<file path="src/rtl/id_ex_operand_reg.sv">
// -----------------------------------------------------------------------------
// id_ex_operand_reg
//
// ID/EX pipeline register for the 5-stage core. Captures the decoded ID fields
// and the rs1/rs2 operands into the EX slot. Three things happen here on top of
// a plain pipeline register:
//   * Same-cycle writeback bypass. The register file writes on the clock edge,
//     so a read in the same cycle returns the old value. The WB write port is
//     snooped and substituted into the captured operand.
//   * Load-use hazard detection. A load in EX whose rd feeds the ID
//     instruction stalls ID for one cycle and injects one bubble into EX.
//   * Branch-redirect flush. i_flush kills the ID instruction by loading a
//     bubble.
//
// Handshake semantics: this stage has no valid/ready pair. The EX stage
// advances every cycle unless i_ex_stall is high, in which case it holds.
// o_id_stall tells upstream (PC, IF/ID) to hold its contents. A slot with
// o_ex_valid = 0 is a bubble: o_ex_rd_wren and o_ex_is_load are then 0, so
// it never writes, never raises a hazard and never forwards.
//
// Ports:
//   i_clk, i_rst              clock; synchronous active-high reset
//   i_id_*                    decoded ID instruction (valid, pc, rs/rd
//                             addresses, use flags, load flag, imm, ctrl)
//   i_rf_rs1/rs2_data         combinational register-file read data
//   i_wb_rd_wren/addr/data    writeback port (same as register-file write)
//   i_ex_stall                hold EX contents (operands still refresh)
//   i_flush                   kill the ID instruction
//   o_ex_*                    registered EX-slot contents
//   o_id_stall                combinational stall towards PC and IF/ID
// -----------------------------------------------------------------------------
module id_ex_operand_reg #(
  parameter int CTRL_W = 16
) (
  input  logic              i_clk,
  input  logic              i_rst,
  input  logic              i_id_valid,
  input  logic [31:0]       i_id_pc,
  input  logic [4:0]        i_id_rs1_addr,
  input  logic [4:0]        i_id_rs2_addr,
  input  logic              i_id_rs1_used,
  input  logic              i_id_rs2_used,
  input  logic [4:0]        i_id_rd_addr,
  input  logic              i_id_rd_wren,
  input  logic              i_id_is_load,
  input  logic [31:0]       i_id_imm,
  input  logic [CTRL_W-1:0] i_id_ctrl,
  input  logic [31:0]       i_rf_rs1_data,
  input  logic [31:0]       i_rf_rs2_data,
  input  logic              i_wb_rd_wren,
  input  logic [4:0]        i_wb_rd_addr,
  input  logic [31:0]       i_wb_rd_data,
  input  logic              i_ex_stall,
  input  logic              i_flush,
  output logic              o_ex_valid,
  output logic [31:0]       o_ex_pc,
  output logic [31:0]       o_ex_imm,
  output logic [4:0]        o_ex_rs1_addr,
  output logic [4:0]        o_ex_rs2_addr,
  output logic [4:0]        o_ex_rd_addr,
  output logic [31:0]       o_ex_rs1_data,
  output logic [31:0]       o_ex_rs2_data,
  output logic              o_ex_rd_wren,
  output logic              o_ex_is_load,
  output logic [CTRL_W-1:0] o_ex_ctrl,
  output logic              o_id_stall
);

  // A writeback to x0 is discarded by the register file, so it must never be
  // bypassed either.
  logic        wb_live;
  logic [31:0] rs1_res;
  logic [31:0] rs2_res;
  logic        hz;
  logic        hz_rs1;
  logic        hz_rs2;
  logic        wb_hits_ex_rs1;
  logic        wb_hits_ex_rs2;

  assign wb_live = i_wb_rd_wren && (i_wb_rd_addr != 5'd0);

  // Operand resolution for the instruction currently in ID.
  always_comb begin
    rs1_res = i_rf_rs1_data;
    rs2_res = i_rf_rs2_data;
    if (i_id_rs1_addr == 5'd0) begin
      rs1_res = 32'd0;
    end else if (wb_live && (i_wb_rd_addr == i_id_rs1_addr)) begin
      rs1_res = i_wb_rd_data;
    end
    if (i_id_rs2_addr == 5'd0) begin
      rs2_res = 32'd0;
    end else if (wb_live && (i_wb_rd_addr == i_id_rs2_addr)) begin
      rs2_res = i_wb_rd_data;
    end
  end

  // Load-use hazard: the load result is only available after MEM, so the
  // consumer has to wait one cycle. A bubble has is_load = 0 and never matches.
  assign hz_rs1 = i_id_rs1_used && (i_id_rs1_addr == o_ex_rd_addr);
  assign hz_rs2 = i_id_rs2_used && (i_id_rs2_addr == o_ex_rd_addr);
  assign hz     = o_ex_valid && o_ex_is_load && (o_ex_rd_addr != 5'd0) &&
                  i_id_valid && (hz_rs1 || hz_rs2);

  assign o_id_stall = !i_rst && !i_flush && (i_ex_stall || hz);

  // While EX is held, the instruction in it still needs any value that is
  // written back meanwhile; otherwise the write would be lost to it.
  assign wb_hits_ex_rs1 = wb_live && (i_wb_rd_addr == o_ex_rs1_addr);
  assign wb_hits_ex_rs2 = wb_live && (i_wb_rd_addr == o_ex_rs2_addr);

  always_ff @(posedge i_clk) begin
    if (i_rst || i_flush) begin
      // Reset and flush both load an all-zero bubble.
      o_ex_valid    <= 1'b0;
      o_ex_pc       <= 32'd0;
      o_ex_imm      <= 32'd0;
      o_ex_rs1_addr <= 5'd0;
      o_ex_rs2_addr <= 5'd0;
      o_ex_rd_addr  <= 5'd0;
      o_ex_rs1_data <= 32'd0;
      o_ex_rs2_data <= 32'd0;
      o_ex_rd_wren  <= 1'b0;
      o_ex_is_load  <= 1'b0;
      o_ex_ctrl     <= '0;
    end else if (i_ex_stall) begin
      if (wb_hits_ex_rs1) begin
        o_ex_rs1_data <= i_wb_rd_data;
      end
      if (wb_hits_ex_rs2) begin
        o_ex_rs2_data <= i_wb_rd_data;
      end
    end else if (hz) begin
      o_ex_valid    <= 1'b0;
      o_ex_pc       <= 32'd0;
      o_ex_imm      <= 32'd0;
      o_ex_rs1_addr <= 5'd0;
      o_ex_rs2_addr <= 5'd0;
      o_ex_rd_addr  <= 5'd0;
      o_ex_rs1_data <= 32'd0;
      o_ex_rs2_data <= 32'd0;
      o_ex_rd_wren  <= 1'b0;
      o_ex_is_load  <= 1'b0;
      o_ex_ctrl     <= '0;
    end else begin
      o_ex_valid    <= i_id_valid;
      o_ex_pc       <= i_id_pc;
      o_ex_imm      <= i_id_imm;
      o_ex_rs1_addr <= i_id_rs1_addr;
      o_ex_rs2_addr <= i_id_rs2_addr;
      o_ex_rd_addr  <= i_id_rd_addr;
      o_ex_rs1_data <= rs1_res;
      o_ex_rs2_data <= rs2_res;
      o_ex_rd_wren  <= i_id_valid && i_id_rd_wren;
      o_ex_is_load  <= i_id_valid && i_id_is_load;
      o_ex_ctrl     <= i_id_ctrl;
    end
  end

endmodule
</file>
<file path="config.mk">
export PLATFORM = sky130hd
export DESIGN_NAME = id_ex_operand_reg
export DESIGN_NICKNAME = d
export VERILOG_FILES = /design/src/rtl/id_ex_operand_reg.sv
export SDC_FILE = /design/constraint.sdc
export NUM_CORES = 1
export LEC_CHECK = 0
export CAP_MARGIN = 25
export CORE_AREA = 2 2 142 144
export DETAILED_ROUTE_END_ITERATION = 12
export DIE_AREA = 0 0 144 146
export DONT_BUFFER_PORTS = 1
export GPL_TIMING_DRIVEN = 0
export PLACE_DENSITY_LB_ADDON = 0.25
export SYNTH_ARGS = -nofsm -noshare
export SYNTH_HDL_FRONTEND = slang
export SYNTH_SLANG_ARGS = --single-unit
</file>
<file path="constraint.sdc">
create_clock -name i_clk -period 2.2 [get_ports i_clk]
set_clock_uncertainty 0.05 [all_clocks]
set_input_delay 0.22 -clock i_clk [delete_from_list [all_inputs] [get_ports i_clk]]
set_output_delay 0.22 -clock i_clk [all_outputs]
set_load 0.03 [all_outputs]
</file>
# Yosys cells after proc, flatten, opt, wreduce, memory -nomap -nowiden
# Cells that the tools add are included.
[word_totals]
regBits = 162
latch_bits = 0
mem_bits_rw = 0
mem_bits_ro = 0
output_inout_bits = 163
word_cells = 62
memories = 0
[op_classes]
addsub = 0
n_mul = 0
div_mod_pow = 0
n_lt_le_gt_ge = 0
n_eq_ne = 8
shifts = 0
n_mux = 19
bitwise_logic = 0
n_reduce_logical = 24
[ops]
columns = ["op", "n"]
rows = [
  ["$mux 32", 12],
  ["$eq 5x5->1", 6],
  ["$mux 16", 1],
  ["$logic_and 1x1->1", 15],
  ["$mux 5", 3],
  ["$logic_not 5->1", 2],
  ["$reduce_bool 5->1", 2],
  ["$ne 2x1->1 const B", 2],
  ["$logic_or 1x1->1", 3],
  ["$mux 1", 3],
  ["$logic_not 1->1", 2],
]

# Depth between registers and ports, before layout
# Gate-level depths: netlist of run 1.
[depth]
word_depth = 7
mapped_depth = 8
depth_no_buf = 6

# Worst setup path after synthesis of run 1
# Ideal clock, no wire load.
[synth_path]
path_kind = "register -> output"
start = "register o_ex_rd_addr[1]"
end = "output o_id_stall"
t_arrival_ns = 1.878
t_required_ns = 1.930
setup_slack_ns = 0.052
stages_incl_launch_ff = 8
path_cell_list = "dfxtp_1 > xnor2_1 > nand4_1 > o22ai_1 > a21oi_1 > clkbuf_1 > clkbuf_1 > nor2_1"
[synth_between]
elab_chain_cells = 6
elab_cells_between_ends = 11
[synth_rtl]
columns = ["element", "line_no", "text"]
rows = [
  ["start: declaration", "60", "output logic [4:0] o_ex_rd_addr,"],
  ["start signal: assignment", "151", "o_ex_rd_addr <= i_id_rd_addr;"],
  ["$eq 5x5->1, or another cell as far along", "100", "assign hz_rs1 = i_id_rs1_used && (i_id_rs1_addr == o_ex_rd_addr);"],
  ["$logic_and 1x1->1, on equally long branches", "100, 101, 102", ""],
  ["$logic_or 1x1->1 or $logic_and 1x1->1 (tied branches)", "103, 102", ""],
  ["$logic_and 1x1->1 (*)", "103", "i_id_valid && (hz_rs1 || hz_rs2);"],
  ["$logic_or 1x1->1 (*)", "105", "assign o_id_stall = !i_rst && !i_flush && (i_ex_stall || hz);"],
  ["$logic_and 1x1->1 (*)", "105", ""],
  ["end: declaration", "66", "output logic o_id_stall"],
]
# Mark *: on every way between the ends. The rest lies on a longest branch, timed or not.

# Final worst setup path of run 1
[layout_path]
start = "register o_ex_rd_addr[2]"
end = "output o_id_stall"
# The elaborated chain is that of the path after synthesis.

==> results of run 1 <==
-- kinds of logic after synthesis --
kind of cell    after synthesis  share of synthesized area
compound gates              298                      0.290
flops                       162                      0.449
simple gates                149                     0.0865
buf+inv                      80                     0.0490
mux                          64                     0.0887
xor+xnor                     30                     0.0364
-- power by group --
group          total [mW]  internal, mW  leakage [nW]  switching [mW]
combinational       0.919         0.424          1.81           0.495
sequential           3.35          3.04          1.33           0.311
clock                3.07          1.71         0.284            1.36
total                7.34          5.17          3.42            2.16
-- metal layers --
| metal | vias to the layer above | GRT usage | routed length [um] |
|---|---|---|---|
| met2 | 371 | 0.474 | 14700 |
| met3 | 51 | 0.0852 | 2700 |
| met5 | - | 0 | 0 |
| met4 | 0 | 0.0824 | 714 |
| li1 | 3238 | - | - |
| met1 | 3314 | 0.283 | 10500 |
-- what timing repair did --
action                                 4_1_cts  5_1_grt
endpoints found under the hold margin      162        0
setup buffers                                3        0
pin swaps                                    5        1
hold buffers                               130        0
resized for setup                           48       45
setup endpoints to repair                  154      126
-- metrics by stage --
step / setup TNS (ns) / cells / total power, mW / hold slack (ns) / utilization
final: -0.0603 / 1212 / 7.34 / 0.0883 / 0.498
after global routing: -2.30 / 1212 / 7.60 / 0.0760 / 0.498
after CTS: -0.0662 / 1212 / 7.36 / 0.0661 / 0.495
after detailed placement: -63.76 / 1048 / 4.09 / 0.323 / 0.391
after global placement: -65.21 / 1048 / 4.09 / 0.315 / 0.391
after floorplan: 0 / 783 / 3.88 / 0.314 / -
-- critical path, cell delays in order (launching register included) --
cell	delay [ns]
dfxtp_4	0.45
xnor2_2	0.14
nand4_1	0.14
o22ai_2	0.17
a21oi_1	0.11
clkbuf_8	0.20
clkbuf_8	0.17
nor2_4	0.20
-- cell type report --
| class | count | share of cell area |
|---|---|---|
| multi-input cells | 541 | 0.381 |
| repair buffers | 133 | 0.137 |
| clock inverters | 14 | 0.0174 |
| well taps | 265 | 0.0344 |
| plain buffers | 80 | 0.0458 |
| flip-flops and latches | 162 | 0.340 |
| clock buffers | 17 | 0.0442 |
-- worst max-delay path by stage --
stage                           startpoint                to  depth (start not counted)
after floorplan            o_ex_rd_addr[1]        o_id_stall                          7
after global placement    o_ex_rs1_addr[4]  o_ex_rs1_data[8]                          6
after detailed placement  o_ex_rs1_addr[4]  o_ex_rs1_data[8]                          6
after CTS                  o_ex_rd_addr[1]        o_id_stall                          7
after global routing       o_ex_rd_addr[1]        o_id_stall                          7
final                      o_ex_rd_addr[2]        o_id_stall                          7
-- state kept, by name (all words and copies together), names as in the netlist --
register       flops
o_ex_valid         1
o_ex_rs2_data     32
o_ex_rd_wren       1
o_ex_ctrl         16
o_ex_rs2_addr      5
o_ex_rd_addr       5
o_ex_rs1_addr      5
o_ex_pc           32
o_ex_is_load       1
o_ex_rs1_data     32
o_ex_imm          32
-- cell usage in the layout (no fill, tap or decap), drive strengths merged --
cell and instances:
dfxtp 162, dlygate4sd3 130, nor2 101, a22oi 96, clkbuf 78, o21ai 67
mux2i 64, a31oi 64, a31o 64, nand2 34, xnor2 22, buf 22
xor2 8, inv 8, nand3 5, clkinvlp 3, or4 3, nand4 2
a21oi 2, o41ai 2, nor4 2, a32oi 2, bufinv 2, or2 1
o22ai 1, nor3 1, clkinv 1
==> results.yml, run 1 <==
run_status:
  outcome: "complete, but fails checks"
  violations: "negative setup slack"
placed_design:
  gp_congestion: 0.892
  placedInstanceArea_sq_um: 7550
  dp.final_hpwl_um: 20000
  dp_slack_ns: -0.655
  io_buffers: 0
routing:
  vias_per_cell: 5.75
  drt-wirelength-per-cell_um: 23.6
  dr.pass1.iters: 6
  detail-route-antenna-nets: 0
  drc_errors: 0
  wl_um: 28600
  drtIter0Drc: 309
  num_vias: 6974
setup_path:
  r2r_end: "o_ex_rs1_data[1]"
  critPathCaptureType: "output pin"
  critPathKind: "reg -> out"
  crit_fanout: 10
  crit_required_ns: 1.93
  startpoint_type: "register"
  r2r-start: "o_ex_rd_addr[2]"
  worst-endpoint-arrival_ns: 1.99
  r2r_slack_ns: 0.02
  rr_worst_depth: 8
logic_synthesis:
  ys.flop_type: "dfxtp_1"
  ys_seq_elements: 162
  syn_avg_cell_area_sq_um: 9.22
  post-synth-top-count-cell: "dfxtp_1"
  yosys_warnings: 0
  synth_top_area_frac: 0.449
  syn_area_sq_um: 7220
  synth_fp_nets: 989
  async_flop_share: 0
  synth.area.top_cells: "dfxtp_1, a22oi_1, mux2i_1"
  netlist_instances: 783
  synth_cell_types: 29
  synth_edf_count: 0
  synth_largest_area_cell: "dfxtp_1"
  seq_area_frac_synth: 0.449
  synth_top_cells_by_count: "dfxtp_1, nor2_1, a22oi_1"
pwr:
  leakagePower_nw: 3.42
  p_per_area_nw_per_um2: 761
  vdd_drop_max_mv: 0.460
sta:
  max_freq_mhz: 442
  grt_setup_unrepaired: "yes"
  maxSlewViolCount: 0
  setup_viol: 1
  worstMarginPinSlew_ns: 1.02
  min_period_over_period: 1.03
  relSlewSlack: 0.316
  hold_viol: 0
  timing.final.crit_period_ns: 2.26
  worst_slack_ns: -0.0603
floorplan:
  die_h_um: 146
  core_area_sq_um: 19300
  dieWidth_um: 144
  rows: 51
  dieArea_sq_um: 21000
  start_util: 0.373
  io-pin-count: 369
grt:
  antenna_found_initial: 0
  grt_pass1_vias: 7335
  track_usage: 0.261
  grt_pass1_wl_um: 42400
  grt-ovfl-total: 0
  grt_max_degree: 17
finish:
  diodes: 0
  final_cell_area_sq_um: 9630
  areaGrowthSynthToFinish_pct: 33.4
  nFillCells: 1811
  multiInputGateArea_sq_um: 3670
  seq_area_sq_um: 3280
  drive_gt1_frac: 0.127
  nets: 1141
run:
  maxCapViolations: 0
clocking:
  clk_latency_ns: 0.41
  cts.clk_slew.worst_paths_ns: 0.07
  clock_sinks: 162
  cts_tree: "built"
  clockBufferDepth: 2
  root_buffer: "clkbuf_16"
  cts_buffers: 17
  htree_levels: 4
min_path:
  hold_depth: 3
  min_to: "o_ex_rs1_data[16]"
  hp-start: "i_rf_rs1_data[16]"
  min_path_type: "in -> reg"
Power figures use the tool's default switching activity.
==> run 2: changes to the inputs <==
Settings changed: CAP_MARGIN 25 to not set, CTS_CLUSTER_SIZE set to 30, RECOVER_POWER set to 25.
==> results.yml, run 2 (same netlist as run 1, synthesis figures left out) <==
run_status:
  outcome: "complete, but fails checks"
  violations: "negative setup slack"
grt:
  grt-ovfl-total: 0
  grt_pass1_wl_um: 42400
  track_usage: 0.261
  grt_max_degree: 17
  antenna_found_initial: 0
  grt_pass1_vias: 7335
floorplan:
  start_util: 0.373
  die_h_um: 146
  io-pin-count: 369
  dieWidth_um: 144
  rows: 51
  dieArea_sq_um: 21000
  core_area_sq_um: 19300
routing:
  wl_um: 28600
  drc_errors: 0
  dr.pass1.iters: 6
  drtIter0Drc: 309
  detail-route-antenna-nets: 0
  drt-wirelength-per-cell_um: 23.6
  vias_per_cell: 5.75
  num_vias: 6974
sta:
  hold_viol: 0
  timing.final.crit_period_ns: 2.26
  max_freq_mhz: 442
  min_period_over_period: 1.03
  worstMarginPinSlew_ns: 1.02
  worst_slack_ns: -0.0603
  grt_setup_unrepaired: "yes"
  relSlewSlack: 0.316
  maxSlewViolCount: 0
  setup_viol: 1
finish:
  final_core_util: 0.498
  diodes: 0
  areaGrowthSynthToFinish_pct: 33.4
  final_cell_area_sq_um: 9630
  nFillCells: 1812
  nets: 1141
  layout_common_cells: "dfxtp_1, dlygate4sd3_1, nor2_1, a22oi_1"
  drive_gt1_frac: 0.126
  final_common_cell: "dfxtp_1"
setup_path:
  crit_path_frequent_cell: "clkbuf_8"
  worst-endpoint-arrival_ns: 1.99
  crit_fanout: 10
  slowest_stage: "dfxtp_4"
  critPathKind: "reg -> out"
  startpoint_type: "register"
  crit_chain: "xnor2_2, nand4_1, o22ai_2, a21oi_1, clkbuf_8, clkbuf_8, nor2_4"
  critPathCaptureType: "output pin"
  crit_required_ns: 1.93
  slowest_delay_ns: 0.45
pwr:
  p_per_area_nw_per_um2: 761
  leakagePower_nw: 3.42
  vdd_drop_max_mv: 0.460
clocking:
  clockBufferDepth: 2
  clk_latency_ns: 0.41
  root_buffer: "clkbuf_16"
  cts_tree: "built"
  cts_buffers: 17
  clock_sinks: 162
  cts.clk_slew.worst_paths_ns: 0.07
  htree_levels: 4
min_path:
  min_path_type: "in -> reg"
placed_design:
  io_buffers: 0
  dp.final_hpwl_um: 20000
  placedInstanceArea_sq_um: 7550
  gp_congestion: 0.892
run:
  maxCapViolations: 0
==> run 2: power by group <==
group	switching (mW)	total [mW]	internal, mW
Sequential	0.311	3.35	3.04
Clock	1.36	3.07	1.71
Combinational	0.495	0.919	0.424
Total	2.16	7.34	5.17
==> run 2: final timing paths <==
path	end	cells after the start	startpoint	slack, ns
max reg2reg	o_ex_rs1_data[1]	8	o_ex_rd_addr[2]	0.02
min	o_ex_rs1_data[16]	3	i_rf_rs1_data[16]	0.09
max	o_id_stall	7	o_ex_rd_addr[2]	-0.06
min reg2reg	o_ex_rs2_addr[0]	2	o_ex_rs2_addr[0]	0.58
==> run 2: cell type report <==
type | instances | area [sq um] | share of cell area
Buffer | 80 | 442 | 0.0459
Clock buffer | 17 | 425 | 0.0442
Clock inverter | 14 | 168 | 0.0174
Multi-Input combinational cell | 541 | 3670 | 0.381
Sequential cell | 162 | 3280 | 0.340
Tap cell | 265 | 332 | 0.0344
Timing Repair Buffer | 133 | 1320 | 0.137
==> run 2: metrics by stage <==
| stage | power [mW] | hold slack [ns] | setup TNS, ns | instances | setup WS, ns |
|---|---|---|---|---|---|
| after CTS | 7.36 | 0.0661 | -0.0662 | 1212 | -0.0657 |
| final | 7.34 | 0.0883 | -0.0603 | 1212 | -0.0603 |
| after floorplan | 3.88 | 0.314 | 0 | 783 | 0.0517 |
| after global placement | 4.09 | 0.315 | -65.21 | 1048 | -0.654 |
| after detailed placement | 4.09 | 0.323 | -63.76 | 1048 | -0.655 |
| after global routing | 7.60 | 0.0760 | -2.30 | 1212 | -0.133 |
==> run 2: what timing repair did <==
action / 4_1_cts / 5_1_grt
pin swaps: 5 / 1
cloned: 0 / 0
buffers inserted: 3 / 0
endpoints found under the hold margin: 162 / 0
hold buffers: 130 / 0
resized for setup: 48 / 45
setup endpoints to repair: 154 / 126
==> run 2: critical path, delay by kind of cell (launching register included) <==
family | cells | cell delay, ns
xor+xnor | 1 | 0.14
flops | 1 | 0.45
buf+inv | 2 | 0.37
compound gates | 2 | 0.28
simple gates | 2 | 0.34
==> run 2: routing by layer <==
metal	wire length [um]	GRT usage	vias up
li1	-	-	3238
met1	10500	0.283	3314
met2	14700	0.474	371
met3	2700	0.0852	51
met4	714	0.0824	0
met5	0	0	-
